==> config.mk <==
export PLATFORM = sky130hd
export DESIGN_NAME = hdmi_sync_retimer
export DESIGN_NICKNAME = d
export VERILOG_FILES = /design/src/rtl/hdmi_sync_retimer.sv
export SDC_FILE = /design/constraint.sdc
export NUM_CORES = 1
export LEC_CHECK = 0
export CAP_MARGIN = 40
export CORE_ASPECT_RATIO = 0.6
export CORE_UTILIZATION = 40
export CTS_CLUSTER_SIZE = 8
export DETAILED_ROUTE_END_ITERATION = 6
export GPL_ROUTABILITY_DRIVEN = 1
export PLACE_DENSITY = 0.63
export SYNTH_ARGS = -nofsm -noshare
export SYNTH_HDL_FRONTEND = slang
export SYNTH_SLANG_ARGS = --single-unit
export TNS_END_PERCENT = 30
==> constraint.sdc <==
create_clock -name I_CLK_PIXEL -period 2.45 [get_ports I_CLK_PIXEL]
set_clock_uncertainty 0.1 [all_clocks]
set_input_delay 0.735 -clock I_CLK_PIXEL [delete_from_list [all_inputs] [get_ports I_CLK_PIXEL]]
set_output_delay 0.735 -clock I_CLK_PIXEL [all_outputs]
set_load 0.02 [all_outputs]
==> src/rtl/hdmi_sync_retimer.sv <==
// Sync retimer ahead of the hdmi encoder: locks H/V counters to the source syncs and
// regenerates registered blank/sync/RGB with an optional border test pattern and a frame lock detector.
module hdmi_sync_retimer #(
    parameter int H_OFFSET       = 68,
    parameter int H_ACTIVE       = 720,
    parameter int V_OFFSET       = 39,
    parameter int V_ACTIVE       = 576,
    parameter int HS_START       = 800,
    parameter int VS_START       = 620,
    parameter int LOCK_FRAMES    = 2,
    parameter bit BLANK_UNLOCKED = 1'b1
) (
    input  logic       I_CLK_PIXEL,
    input  logic       I_RESET_N,
    input  logic       I_HSYNC,
    input  logic       I_VSYNC,
    input  logic [7:0] I_R,
    input  logic [7:0] I_G,
    input  logic [7:0] I_B,
    input  logic       I_TEST_PATTERN,
    output logic [7:0] O_R,
    output logic [7:0] O_G,
    output logic [7:0] O_B,
    output logic       O_BLANK,
    output logic       O_HSYNC,
    output logic       O_VSYNC,
    output logic       O_LOCKED
);

    localparam logic [9:0] H_FIRST = 10'(H_OFFSET);
    localparam logic [9:0] H_LAST  = 10'(H_OFFSET + H_ACTIVE - 1);
    localparam logic [9:0] V_FIRST = 10'(V_OFFSET);
    localparam logic [9:0] V_LAST  = 10'(V_OFFSET + V_ACTIVE - 1);
    localparam logic [9:0] HS_POS  = 10'(HS_START);
    localparam logic [9:0] VS_POS  = 10'(VS_START);
    localparam logic [2:0] LOCK_N  = 3'(LOCK_FRAMES);

    logic [9:0] hcnt;
    logic [9:0] vcnt;
    logic [9:0] prev_len;
    logic [2:0] stable;
    logic [2:0] stable_nxt;
    logic       hs_d;
    logic       vs_d;
    logic       line_start;
    logic       frame_start;

    // Counters stick at full scale so a dead source parks in the blank/hsync-low region.
    function automatic logic [9:0] sat_inc(input logic [9:0] v);
        return (v == 10'h3FF) ? v : v + 10'd1;
    endfunction

    assign line_start  = !hs_d && I_HSYNC;
    assign frame_start = line_start && !vs_d && I_VSYNC;

    always_comb begin
        stable_nxt = '0;
        if (vcnt == prev_len && vcnt != '0)
            stable_nxt = (stable >= LOCK_N) ? LOCK_N : stable + 3'd1;
    end

    always_ff @(posedge I_CLK_PIXEL or negedge I_RESET_N) begin
        if (!I_RESET_N) begin
            hcnt     <= '0;
            vcnt     <= '0;
            hs_d     <= 1'b1;
            vs_d     <= 1'b1;
            stable   <= '0;
            prev_len <= '0;
            O_LOCKED <= 1'b0;
        end else begin
            hs_d <= I_HSYNC;
            if (line_start) begin
                hcnt <= '0;
                vs_d <= I_VSYNC;
                vcnt <= frame_start ? '0 : sat_inc(vcnt);
            end else begin
                hcnt <= sat_inc(hcnt);
            end
            // vcnt still holds the line count of the frame that just ended
            if (frame_start) begin
                stable   <= stable_nxt;
                prev_len <= vcnt;
                O_LOCKED <= (stable_nxt == LOCK_N);
            end
        end
    end

    logic       active;
    logic       border;
    logic       blank;
    logic       hs_zone;
    logic [7:0] r_nxt;
    logic [7:0] g_nxt;
    logic [7:0] b_nxt;

    assign active  = hcnt >= H_FIRST && hcnt <= H_LAST && vcnt >= V_FIRST && vcnt <= V_LAST;
    assign border  = hcnt == H_FIRST || hcnt == H_LAST || vcnt == V_FIRST || vcnt == V_LAST;
    assign blank   = !active || (BLANK_UNLOCKED && !O_LOCKED);
    assign hs_zone = hcnt >= HS_POS;

    always_comb begin
        r_nxt = '0;
        g_nxt = '0;
        b_nxt = '0;
        if (!blank) begin
            if (!I_TEST_PATTERN) begin
                r_nxt = I_R;
                g_nxt = I_G;
                b_nxt = I_B;
            end else if (border) begin
                g_nxt = 8'hFF;
            end else begin
                r_nxt = 8'h80;
                g_nxt = 8'h80;
                b_nxt = 8'h80;
            end
        end
    end

    always_ff @(posedge I_CLK_PIXEL or negedge I_RESET_N) begin
        if (!I_RESET_N) begin
            O_BLANK <= 1'b1;
            O_R     <= '0;
            O_G     <= '0;
            O_B     <= '0;
            O_HSYNC <= 1'b1;
            O_VSYNC <= 1'b1;
        end else begin
            O_BLANK <= blank;
            O_R     <= r_nxt;
            O_G     <= g_nxt;
            O_B     <= b_nxt;
            O_HSYNC <= !hs_zone;
            // vsync edges are aligned to the hsync leading edge
            if (hs_zone)
                O_VSYNC <= !(vcnt >= VS_POS);
        end
    end

endmodule

; After elaboration in Yosys (flattened, before gate mapping)
; Cells that the tools add are included.
[totals]
ff_bits = 63
latchBits = 0
ram_bits = 0
mem_bits_ro = 0
in_bits = 29
output_inout_bits = 28
word_cells = 66
n_memories = 0
[op_classes]
addsub = 3
multipliers = 0
div_mod_pow = 0
order_cmp = 7
n_eq_ne = 10
shift = 0
muxes = 14
n_bitwise = 0
n_reduce_logical = 19
[ops]
columns = op, count
row1 = 8-bit two-way mux, 7
row2 = "10-bit == test, second input constant", 4
row3 = 10-bit two-way mux, 4
row4 = "10-bit by 1-bit adder with 10-bit output, second input constant", 2
row5 = "10-bit >= comparator, second input constant", 2
row6 = "10-bit less-or-equal comparator, second input constant", 2
row7 = 10-bit == test, 1
row8 = "10-bit by 6-bit == test with 1-bit output, second input constant", 1
row9 = "10-bit by 7-bit == test with 1-bit output, second input constant", 1
row10 = "10-bit by 6-bit >= comparator with 1-bit output, second input constant", 1
row11 = "10-bit by 7-bit >= comparator with 1-bit output, second input constant", 1
row12 = 10-bit nonzero test, 1
row13 = 1-bit logical AND, 7
row14 = 7-bit two-way mux, 1
row15 = 1-bit logical NOT, 6
row16 = 3-bit two-way mux, 2
row17 = 1-bit logical OR, 4
row18 = "2-bit != test, second input constant", 2
row19 = "3-bit by 1-bit adder with 3-bit output, second input constant", 1
row20 = "3-bit by 2-bit == test with 1-bit output, second input constant", 1
row21 = "3-bit by 2-bit >= comparator with 1-bit output, second input constant", 1
row22 = 2-bit AND reduction, 1

; Longest topological paths before layout
; Gate-level depths: netlist of run 1.
[logic_depth]
depth_word = 7
mapped_depth = 7
mapped_depth_nobuf = 6

; Least setup slack after synthesis of run 1
; No wires, ideal clock.
[synth_path]
kind = register to register
start = register vcnt[1]
end = register O_G[4]
setup_time_ns = 0.096
arrival_time_ns = 1.849
required_time_ns = 2.254
setup_slack_ns = 0.405
path_stages_with_launch = 8
path_buffers = 2
period_less_slack_ns = 2.045
path_cell_list = dfrtp_1 ha_1 a211o_1 a21boi_0 or4_1 buf_2 buf_6 nor4_2
[synth_between]
elab_chain_len = 6
elab_cells_between_ends = 13
classes_between = 2 x order compare / 2 x eq/ne / 3 x mux / 6 x reduce/logical
[synth_lines]
columns = item, line
row1 = "start, declared", 39  ; logic [9:0] vcnt;
row2 = "start signal, assigned", 76  ; vcnt <= frame_start ? '0 : sat_inc(vcnt);
row3 = 10-bit by 6-bit >= comparator with 1-bit output / 10-bit by 6-bit == test with 1-bit output (equally long branches), "97, 98"
row4 = 1-bit logical AND / 1-bit logical OR (equally long branches) (2 in a row), "97, 98"
row5 = 1-bit logical NOT / 7-bit two-way mux (equally long branches), "99, 111"
row6 = 1-bit logical OR / 8-bit two-way mux (equally long branches), "99, 107"
row7 = 8-bit two-way mux (*), 106  ; if (!blank) begin
row8 = named net g_nxt[4], 94  ; logic [7:0] g_nxt;
row9 = "end signal, assigned", 132  ; O_G <= g_nxt;
row10 = "end, declared", 22  ; output logic [7:0] O_G,
; The timed path passes the listed nets; every way through them passes the cells marked *.
; A chain may end at the register's enable or synchronous reset.

; Worst setup path after layout of run 1
[layout_path]
start = register O_HSYNC
end = output O_HSYNC
[layout_lines]
columns = item, line
row1 = "start, declared", 25  ; output logic O_HSYNC,
row2 = "start signal, assigned", 134  ; O_HSYNC <= !hs_zone;
; No word-level cell between the ends.

==> results of run 1 <==
==> metal layers <==
metal / track usage (%) / vias to the layer above / wire length (um)
met1: 31.0 / 1216 / 4110
met2: 27.1 / 118 / 3060
met4: 6.13 / 0 / 8
li1: - / 1242 / -
met5: 0 / - / 0
met3: 5.89 / 2 / 602
==> cell type report <==
class | instances | area (um^2) | share of cell area, %
clock inverter | 6 | 108 | 2.51
inverter | 9 | 33.8 | 0.787
clock buffer | 10 | 239 | 5.57
tap | 104 | 130 | 3.03
timing repair buffer | 73 | 721 | 16.8
multi-input combinational | 214 | 1480 | 34.5
sequential | 63 | 1580 | 36.9
==> stage by stage <==
stage | instances | utilization (%) | worst slack [ns] | hold WS, ns
floorplan | 313 | - | 0.405 | 0.339
global route | 479 | 57.2 | 0.0540 | 0.256
global placement | 463 | 52.5 | 0.119 | 0.379
detailed placement | 463 | 52.5 | -0.0809 | 0.376
CTS | 479 | 57.1 | 0.0959 | 0.235
finish | 479 | 57.2 | 0.151 | 0.226
==> repair_timing <==
| item | 4_1_cts | 5_1_grt |
|---|---|---|
| hold buffers | 0 | 0 |
| resized for setup | 0 | 1 |
| endpoints found under the setup margin | 0 | 7 |
==> sequential cells by signal, summed over array words and instances, names as in the netlist <==
signal    flops
hs_d          1
O_G           8
O_VSYNC       1
O_HSYNC       1
O_R           8
vcnt         10
O_B           8
vs_d          1
O_BLANK       1
stable        3
prev_len     10
hcnt         10
O_LOCKED      1
==> logic make-up (layout without fill, tap and decap cells) <==
kind of cell | count (synthesis) | count (layout) | synth area share [%]
flops | 63 | 63 | 49.2
mux | 3 | 3 | 0.972
xor+xnor | 16 | 16 | 4.35
fa+ha+maj | 7 | 7 | 2.72
simple gates | 144 | 144 | 27.9
compound gates | 44 | 44 | 9.92
buf+inv | 36 | 98 | 4.98
==> Yosys cell counts, types with 9 or more instances <==
master	n	area, um^2
nor3_1	12	60.1
nor4b_2	14	210
clkbuf_1	16	60.1
nand4_1	9	56.3
xor2_1	14	123
nor2_1	23	86.3
dfrtp_1	58	1450
nand2_1	37	139
inv_1	9	33.8
o21ai_0	10	50.1
==> final timing paths <==
kind | to | slack, ns | cells past startpoint
min | O_B[1] | 0.23 | 1
max reg2reg | O_G[3] | 0.19 | 6
min in group I_CLK_PIXEL | stable[2] | 0.39 | 2
max in group asynchronous | vs_d | 1.37 | 2
max | O_HSYNC | 0.15 | 1
min reg2reg | stable[2] | 0.39 | 2
==> report_power, final <==
group,total (mW),switching (mW),internal [mW]
logic,0.516,0.278,0.238
clock network,1.47,0.451,1.02
registers,1.26,0.119,1.14
==> results.json, run 1 <==
{
  "layout-drive-gt1-share_pct": 16.0,
  "nets": 406,
  "dieArea_mm2": 0.00842,
  "power.total_mw": 3.24,
  "drt_wl_total_mm": 7.78,
  "seq_area_frac_synth_pct": 49.2,
  "route.detailed.vias_per_inst": 5.38,
  "place_area_mm2": 0.00394,
  "element_type_at_the_critical_path_start": "flip-flop",
  "hold_violations": 0,
  "critical_path.max_stage_delay_ns": 0.62,
  "synth-async-reset-ratio_pct": 100,
  "actual_slew_at_the_worst_max_slew_pin_ns": 0.539,
  "synth.lib_cells_used.distinct": 51,
  "cts_tree": "built",
  "synth_area_per_cell_um2": 10.3,
  "total_power_per_unit_cell_area_mw_per_mm2": 755,
  "layout_commonest_cell": "dfrtp_1",
  "path_class": "flip-flop to output port",
  "fill_cells": 638,
  "grt_max_degree": 48,
  "root_buffer": "clkbuf_16",
  "type_of_element_capturing_the_critical_path": "output port",
  "synth_seq_cells": 63,
  "cts-htree-levels": 3,
  "initial_core_utilization_pct": 42.9,
  "clk_pin_slew_worst_paths_ns": 0.06,
  "top_level_ports": 57,
  "antenna-diode-count": 0,
  "dominantRegCellSynth": "dfrtp_1",
  "run_status": "finished, final reports clean",
  "post_synth_instance_area_mm2": 0.00322,
  "grt_antenna_before_repair": 0,
  "crit_arrival_ns": 1.46,
  "cts_buffers": 9,
  "area_growth_pct": 33.4,
  "period_share_pct": 93.8,
  "grt_pass1_vias": 2483,
  "worstSkewPairLatency_ns": 0.33,
  "syn-instance-count": 313,
  "worst_vdd_ir_uv": 490,
  "fp-row-count": 24,
  "slew_headroom_pct": 63.9,
  "first_pass_iters": 5,
  "timing.max_cap.violations": 0,
  "gr-usage-all-layers_pct": 20.2,
  "clock_sink_count": 63,
  "dr_total_vias": 2578,
  "crit_chain": "clkdlybuf4s50_1",
  "final_design_area_no_fill_mm2": 0.00429,
  "fin_crit_ns": 2.30,
  "gp_congestion": 0.822,
  "ant_nets": 0,
  "final.setup.tns_ns": 0,
  "cpMaxStageDelayCell": "clkdlybuf4s50_1",
  "detail_route.drc_violations": 0,
  "crit_buf_inv": 1,
  "worst_r2r_startpoint": "vcnt[0]",
  "timing_max_transition_violations_final": 0,
  "most_used_cells_in_the_layout_excluding_fill_and_tap_cells": "dfrtp_1 (58), clkdlybuf4s50_1 (55), nand2_1 (37), nor2_1 (23)",
  "core_area_mm2": 0.00751,
  "cts-root-to-sink-buffers": 2,
  "place.detailed.hpwl_mm": 5.27,
  "setup_viol": 0,
  "timing.critical_path.from": "O_HSYNC",
  "synth-edff-count": 0,
  "grt_setup_unrepaired": "false",
  "wl_per_cell_um": 16.2,
  "die_h_um": 71.5,
  "postSynthNetCount": 349,
  "worst-endpoint-required_ns": 1.62,
  "grt_pass1_wl_mm": 13.1,
  "yosys_warnings": 0,
  "io_buffers": 56,
  "top_achievable_clock_speed_ghz": 0.435,
  "holdCritPathClass": "input pin to asynchronous set/reset pin",
  "critical_path.top_delay_family": "buffers and inverters",
  "globalRouteOverflowTotal": 0,
  "critical_path_peak_fanout": 1,
  "post_cts.repair.setup_buffers": 0,
  "die_w_um": 118,
  "leakagePower_nw": 1.91,
  "first_iteration_detailed_routing_drc_count": 201
}
No activity file was read; power rests on OpenSTA's default activity.
==> inputs of run 2 (changes only) <==
--- a/config.mk
+++ b/config.mk
@@ -5,13 +5,15 @@
 export SDC_FILE = /design/constraint.sdc
 export NUM_CORES = 1
 export LEC_CHECK = 0
+export ABC_AREA = 1
 export CAP_MARGIN = 40
 export CORE_ASPECT_RATIO = 0.6
-export CORE_UTILIZATION = 40
+export CORE_MARGIN = 2
+export CORE_UTILIZATION = 52
 export CTS_CLUSTER_SIZE = 8
 export DETAILED_ROUTE_END_ITERATION = 6
 export GPL_ROUTABILITY_DRIVEN = 1
-export PLACE_DENSITY = 0.63
+export PLACE_DENSITY = 0.79
 export SYNTH_ARGS = -nofsm -noshare
 export SYNTH_HDL_FRONTEND = slang
 export SYNTH_SLANG_ARGS = --single-unit
==> results.json, run 2 <==
{
  "path_class": "flip-flop to output port",
  "cts-htree-levels": 3,
  "route.detailed.vias_per_inst": 5.17,
  "top_level_ports": 57,
  "cts_buffers": 9,
  "element_type_at_the_critical_path_start": "flip-flop",
  "top_achievable_clock_speed_ghz": 0.432,
  "holdCritPathClass": "input pin to asynchronous set/reset pin",
  "wl_per_cell_um": 13.8,
  "nets": 495,
  "antenna-diode-count": 0,
  "ant_nets": 0,
  "actual_slew_at_the_worst_max_slew_pin_ns": 0.472,
  "critical_path.max_stage_delay_ns": 0.60,
  "synth-async-reset-ratio_pct": 100,
  "setup_viol": 0,
  "dr_total_vias": 2812,
  "seq_area_frac_synth_pct": 49.9,
  "drt_wl_total_mm": 7.48,
  "final.setup.tns_ns": 0,
  "grt_pass1_vias": 2636,
  "period_share_pct": 94.4,
  "layout-drive-gt1-share_pct": 11.4,
  "grt_max_degree": 44,
  "crit_chain": "clkdlybuf4s50_1",
  "final_critical_path_setup_slack_ns": 0.137,
  "globalRouteOverflowTotal": 0,
  "fin_crit_ns": 2.31,
  "yosys_warnings": 0,
  "crit_arrival_ns": 1.48,
  "syn-instance-count": 391,
  "first_iteration_detailed_routing_drc_count": 184,
  "synth-edff-count": 0,
  "critical_path_peak_fanout": 2,
  "regToRegEndpoint": "vcnt[0]",
  "timing.critical_path.from": "O_VSYNC",
  "power.total_mw": 2.83,
  "leakagePower_nw": 1.94,
  "dominantRegCellSynth": "dfrtp_1",
  "worst_r2r_startpoint": "vcnt[0]",
  "cts.repair.resized": 0,
  "crit_end": "O_VSYNC",
  "most_used_cells_in_the_layout_excluding_fill_and_tap_cells": "nand2_1 (100), dfrtp_1 (58), clkdlybuf4s50_1 (55), inv_1 (45), nor2_1 (43)",
  "gr-usage-all-layers_pct": 24.5,
  "worst_vdd_ir_uv": 403,
  "slew_headroom_pct": 68.6,
  "synthDominantCellAreaShare_pct": 45.7,
  "core_area_mm2": 0.00573,
  "hold_violations": 0,
  "io_buffers": 56,
  "synth_area_leaders": "dfrtp_1 (46%), nand2_1 (12%), o21ai_0 (5.7%), inv_1 (5.3%), nor2_1 (5.1%)",
  "crit_buf_inv": 1,
  "grt_pass1_wl_mm": 12.8,
  "timing_max_transition_violations_final": 0,
  "first_pass_iters": 5,
  "reg2reg_depth": 9,
  "gp_congestion": 0.908,
  "cts_tree": "built",
  "total_power_per_unit_cell_area_mw_per_mm2": 697,
  "grt_antenna_before_repair": 0,
  "cts-root-to-sink-buffers": 2,
  "die_h_um": 64.5,
  "post_cts.repair.setup_buffers": 0,
  "synthDominantAreaCellType": "dfrtp_1",
  "clock_sink_count": 63,
  "cpMaxStageDelayCell": "clkdlybuf4s50_1",
  "critical_path_depth_in_cells": 1,
  "worst-endpoint-required_ns": 1.62,
  "critical_path.top_delay_family": "buffers and inverters",
  "grt_setup_unrepaired": "false",
  "timing.max_cap.violations": 0,
  "postSynthNetCount": 427,
  "type_of_element_capturing_the_critical_path": "output port",
  "post_synth_most_frequent_cells": "nand2_1 (100), dfrtp_1 (58), inv_1 (45)",
  "die_w_um": 105,
  "root_buffer": "clkbuf_8",
  "initial_core_utilization_pct": 55.4,
  "area_growth_pct": 28.1,
  "register_to_register_setup_slack_ns": 0.39,
  "fp-row-count": 21,
  "place.detailed.hpwl_mm": 5.48,
  "layout_top_registers": "hcnt: 10 flops, prev_len: 10 flops, vcnt: 10 flops",
  "layout_commonest_cell": "nand2_1",
  "synth.lib_cells_used.distinct": 29,
  "worstSkewPairLatency_ns": 0.35,
  "synth_seq_cells": 63,
  "post-synth-top-count-cell": "nand2_1",
  "dp_slack_ns": 0.0756,
  "dieArea_mm2": 0.00676,
  "run_status": "finished, final reports clean",
  "hold_slack_final_ns": 0.237,
  "post_synth_instance_area_mm2": 0.00317,
  "detail_route.drc_violations": 0,
  "clk_pin_slew_worst_paths_ns": 0.07,
  "synth_area_per_cell_um2": 8.12,
  "cts-hold-fix-buffers": 0
}
run 2: cell types whose count changed in the layout (fill, tap and decap cells not counted), sizes merged, moves of 6 or more:
cell,previous run,this run
nor2,23,54
o21ai,12,38
nor4b,14,0
nor4,11,0
buf,18,11
inv,9,46
nand2,37,102
and3,6,0
o22ai,0,7
xor2,14,8
nand3,8,27
run 2: through the flow:
step | util, % | cells | area [um^2]
after detailed placement | 67.5 | 528 | 3870
after global routing | 70.9 | 544 | 4060
after CTS | 70.9 | 544 | 4060
final | 70.9 | 544 | 4060
after global placement | 67.5 | 528 | 3870
after floorplan | - | 391 | 3170
run 2: kinds of logic after synthesis:
group / share of synthesized area (%)
flip-flops: 49.9
AND/OR/NAND/NOR: 28.2
XOR/XNOR: 2.48
AO/OA/AOI/OAI: 9.42
buffers and inverters: 7.26
adder cells (fa/ha/maj): 2.76
run 2: area by class of cell:
class / instances / area (um^2)
fillers: 452 / 1660
well taps: 80 / 100
repair buffers: 66 / 643
inverters: 48 / 180
clock inverters: 7 / 73.8
flip-flops and latches: 63 / 1580
multi-input cells: 271 / 1360
clock buffers: 9 / 124
run 2: metal layers:
metal / track usage [%] / share of wire (%) / up-vias
li1: - / - / 1388
met1: 34.4 / 48 / 1290
met2: 36.1 / 42 / 123
met3: 6.44 / 8.4 / 11
met4: 10.3 / 1.4 / 0
met5: 0 / 0 / -
run 2: power by group:
| part | switching, mW | internal (mW) |
|---|---|---|
| Combinational | 0.383 | 0.243 |
| Sequential | 0.156 | 1.16 |
| Clock | 0.418 | 0.470 |
| Total | 0.957 | 1.87 |
run 2: worst min-delay path by stage:
stage | startpoint | end | slack, ns | cells past startpoint
6_report | I_RESET_N | O_G[1] | 0.24 | 1
5_1_grt | I_RESET_N | O_R[1] | 0.27 | 1
4_1_cts | I_RESET_N | O_R[6] | 0.24 | 1
3_5_place_dp | O_VSYNC | O_VSYNC | 0.38 | 2
3_3_place_gp | O_VSYNC | O_VSYNC | 0.38 | 2
2_1_floorplan | I_RESET_N | O_B[0] | 0.34 | 0
run 2: worst reg2reg max path, stage by stage (launching register included):
cell     delay, ns
dfrtp_1       0.52
ha_1          0.29
inv_1         0.07
nor2_2        0.16
nand2_1       0.14
nor3_4        0.18
nand2_2       0.15
o21ai_4       0.22
nand2_1       0.07
o21ai_0       0.07
==> edit (config.mk and constraints of run 1) <==
Reset style: synchronous (`I_RESET_N`), changed in 2 clocked blocks.
--- a/src/rtl/hdmi_sync_retimer.sv
+++ b/src/rtl/hdmi_sync_retimer.sv
@@ -60,5 +60,5 @@
     end
 
-    always_ff @(posedge I_CLK_PIXEL or negedge I_RESET_N) begin
+    always_ff @(posedge I_CLK_PIXEL) begin
         if (!I_RESET_N) begin
             hcnt     <= '0;
@@ -119,5 +119,5 @@
     end
 
-    always_ff @(posedge I_CLK_PIXEL or negedge I_RESET_N) begin
+    always_ff @(posedge I_CLK_PIXEL) begin
         if (!I_RESET_N) begin
             O_BLANK <= 1'b1;
Behaviour: same outputs for any inputs over 10 cycles, from zero or initial values and one cycle with I_RESET_N low; that may be too few to reach the edited logic, so the function may still have changed.
==> edit against run 1 <==
Setup slack better by 0.094 ns. Non-clock buffer count is 1 lower. Sequential cell count is the same. Area after synthesis down 13%. Design area down 12%. Maximum frequency grew 4.3%. Worst hold slack gained 0.15 ns. Wire length fell by 14%. Critical endpoint is now stable[1]$_SDFFE_PN0P_.
Power is not compared: it rests on default switching activity, and its combinational part moved more than twofold at a synthesized area within 25%.
==> edit: results (changes against run 1) <==
GR Layer Usage met3=7.14% (+1.3 points); number of nets in the layout=411 (+1.2%); Worst slew margin=68.1% (+4.2 points); first-pass GRT wire length=10400 µm (-21%); Fin Hold WS=0.373 ns (+0.147 ns); vias=2357 (-8.6%); M2 GR Usage=22.8% (-4.3 points); Non-clk invs=8 (-1); fraction of area in multi-input gates=37.6% (+3.2 points); number of global-route vias before repair=2048 (-18%); register area=0.00126 mm² (-20%); M1 GR Usage=30.2% (-0.79 points); WL met3=529 µm (-12%); count of plain and timing-repair buffers=72 (-1.4%); gr usage total=19.6% (-0.63 points); status=completed; worst-path fanout max=11 (+10); placed cells=450 (-2.8%); Worst R2R End=stable[1]$_SDFFE_PN0P_; Syn Area/Cell=8.99 µm² (-13%); Iter 0 DRT Violations=186 (-7.5%); Top delay family on crit path=simple AND/OR/NAND/NOR gates; met2 wire length=2580 µm (-16%); core area=0.00673 mm² (-10%); Hold Crit Class=reg2reg; layout clock buffer count=15 (+5); detailed-placement wirelength estimate=4810 µm (-8.7%); Setup WS pre-CTS=-0.343 ns (-0.262 ns); Synth top cells by count=dfxtp_1 (63), nand2_1 (36), nor2_1 (35); FF-to-FF setup slack=0.25 ns (+0.06 ns); WS Path Type=reg2reg; Netlist cell types=52 (+2.0%); asr flop ratio synth=0% (-100 points); Period minus WS final=2.20 ns (-0.0941 ns); largest net degree at the start of global routing=26 (-46%); fillers=608 (-4.7%); fraction of layout cells with a size suffix above 1=11.1% (-4.9 points); Placer Congestion=0.849 (+3.3%); P_clk=1170 µW; syn nets=348 (-0.29%); Critical path origin=vcnt[9]$_SDFFE_PN0P_; highest metal used=met4; Non-clock buffer share=18.1% (+1.3 points); ClkCell Share=7.33% (-0.74 points); highest-delay cell along the critical path=or4_1; Seq/Total Area, Yosys=44.8% (-4.3 points); Placement Cell Area=0.00348 mm² (-12%)
==> edit: cell count changes after synthesis, sizes merged, moves of 9 or more <==
cell / run 1 / this run
a21boi: 1 / 13
a21oi: 5 / 14
and2: 1 / 21
dfrtp: 58 / 0
dfxtp: 0 / 63
nor2: 23 / 36
nor3: 12 / 3
nor4: 11 / 2
nor4b: 14 / 1
o21ai: 12 / 2
xnor2: 2 / 18
xor2: 14 / 4
==> edit: kinds of logic (layout without fill, tap and decap cells) <==
kind of cell	count (synthesis)	after routing	share of synthesized area (%)
buffers and inverters	28	95	4.85
xor gates and xnor gates	22	22	7.38
adders and majority gates	6	6	2.67
AOI/OAI and AO/OA	48	48	12.4
DFF	63	63	44.8
and+or+nand+nor	144	144	27.1
muxes	2	2	0.712
==> edit: worst register-to-register path: stages (launching register included) <==
cell and delay [ns]:
dfxtp_1 0.46, or4_1 0.61, nor4_1 0.36, or4_4 0.21
buf_4 0.11, a21boi_0 0.07, o21a_1 0.19
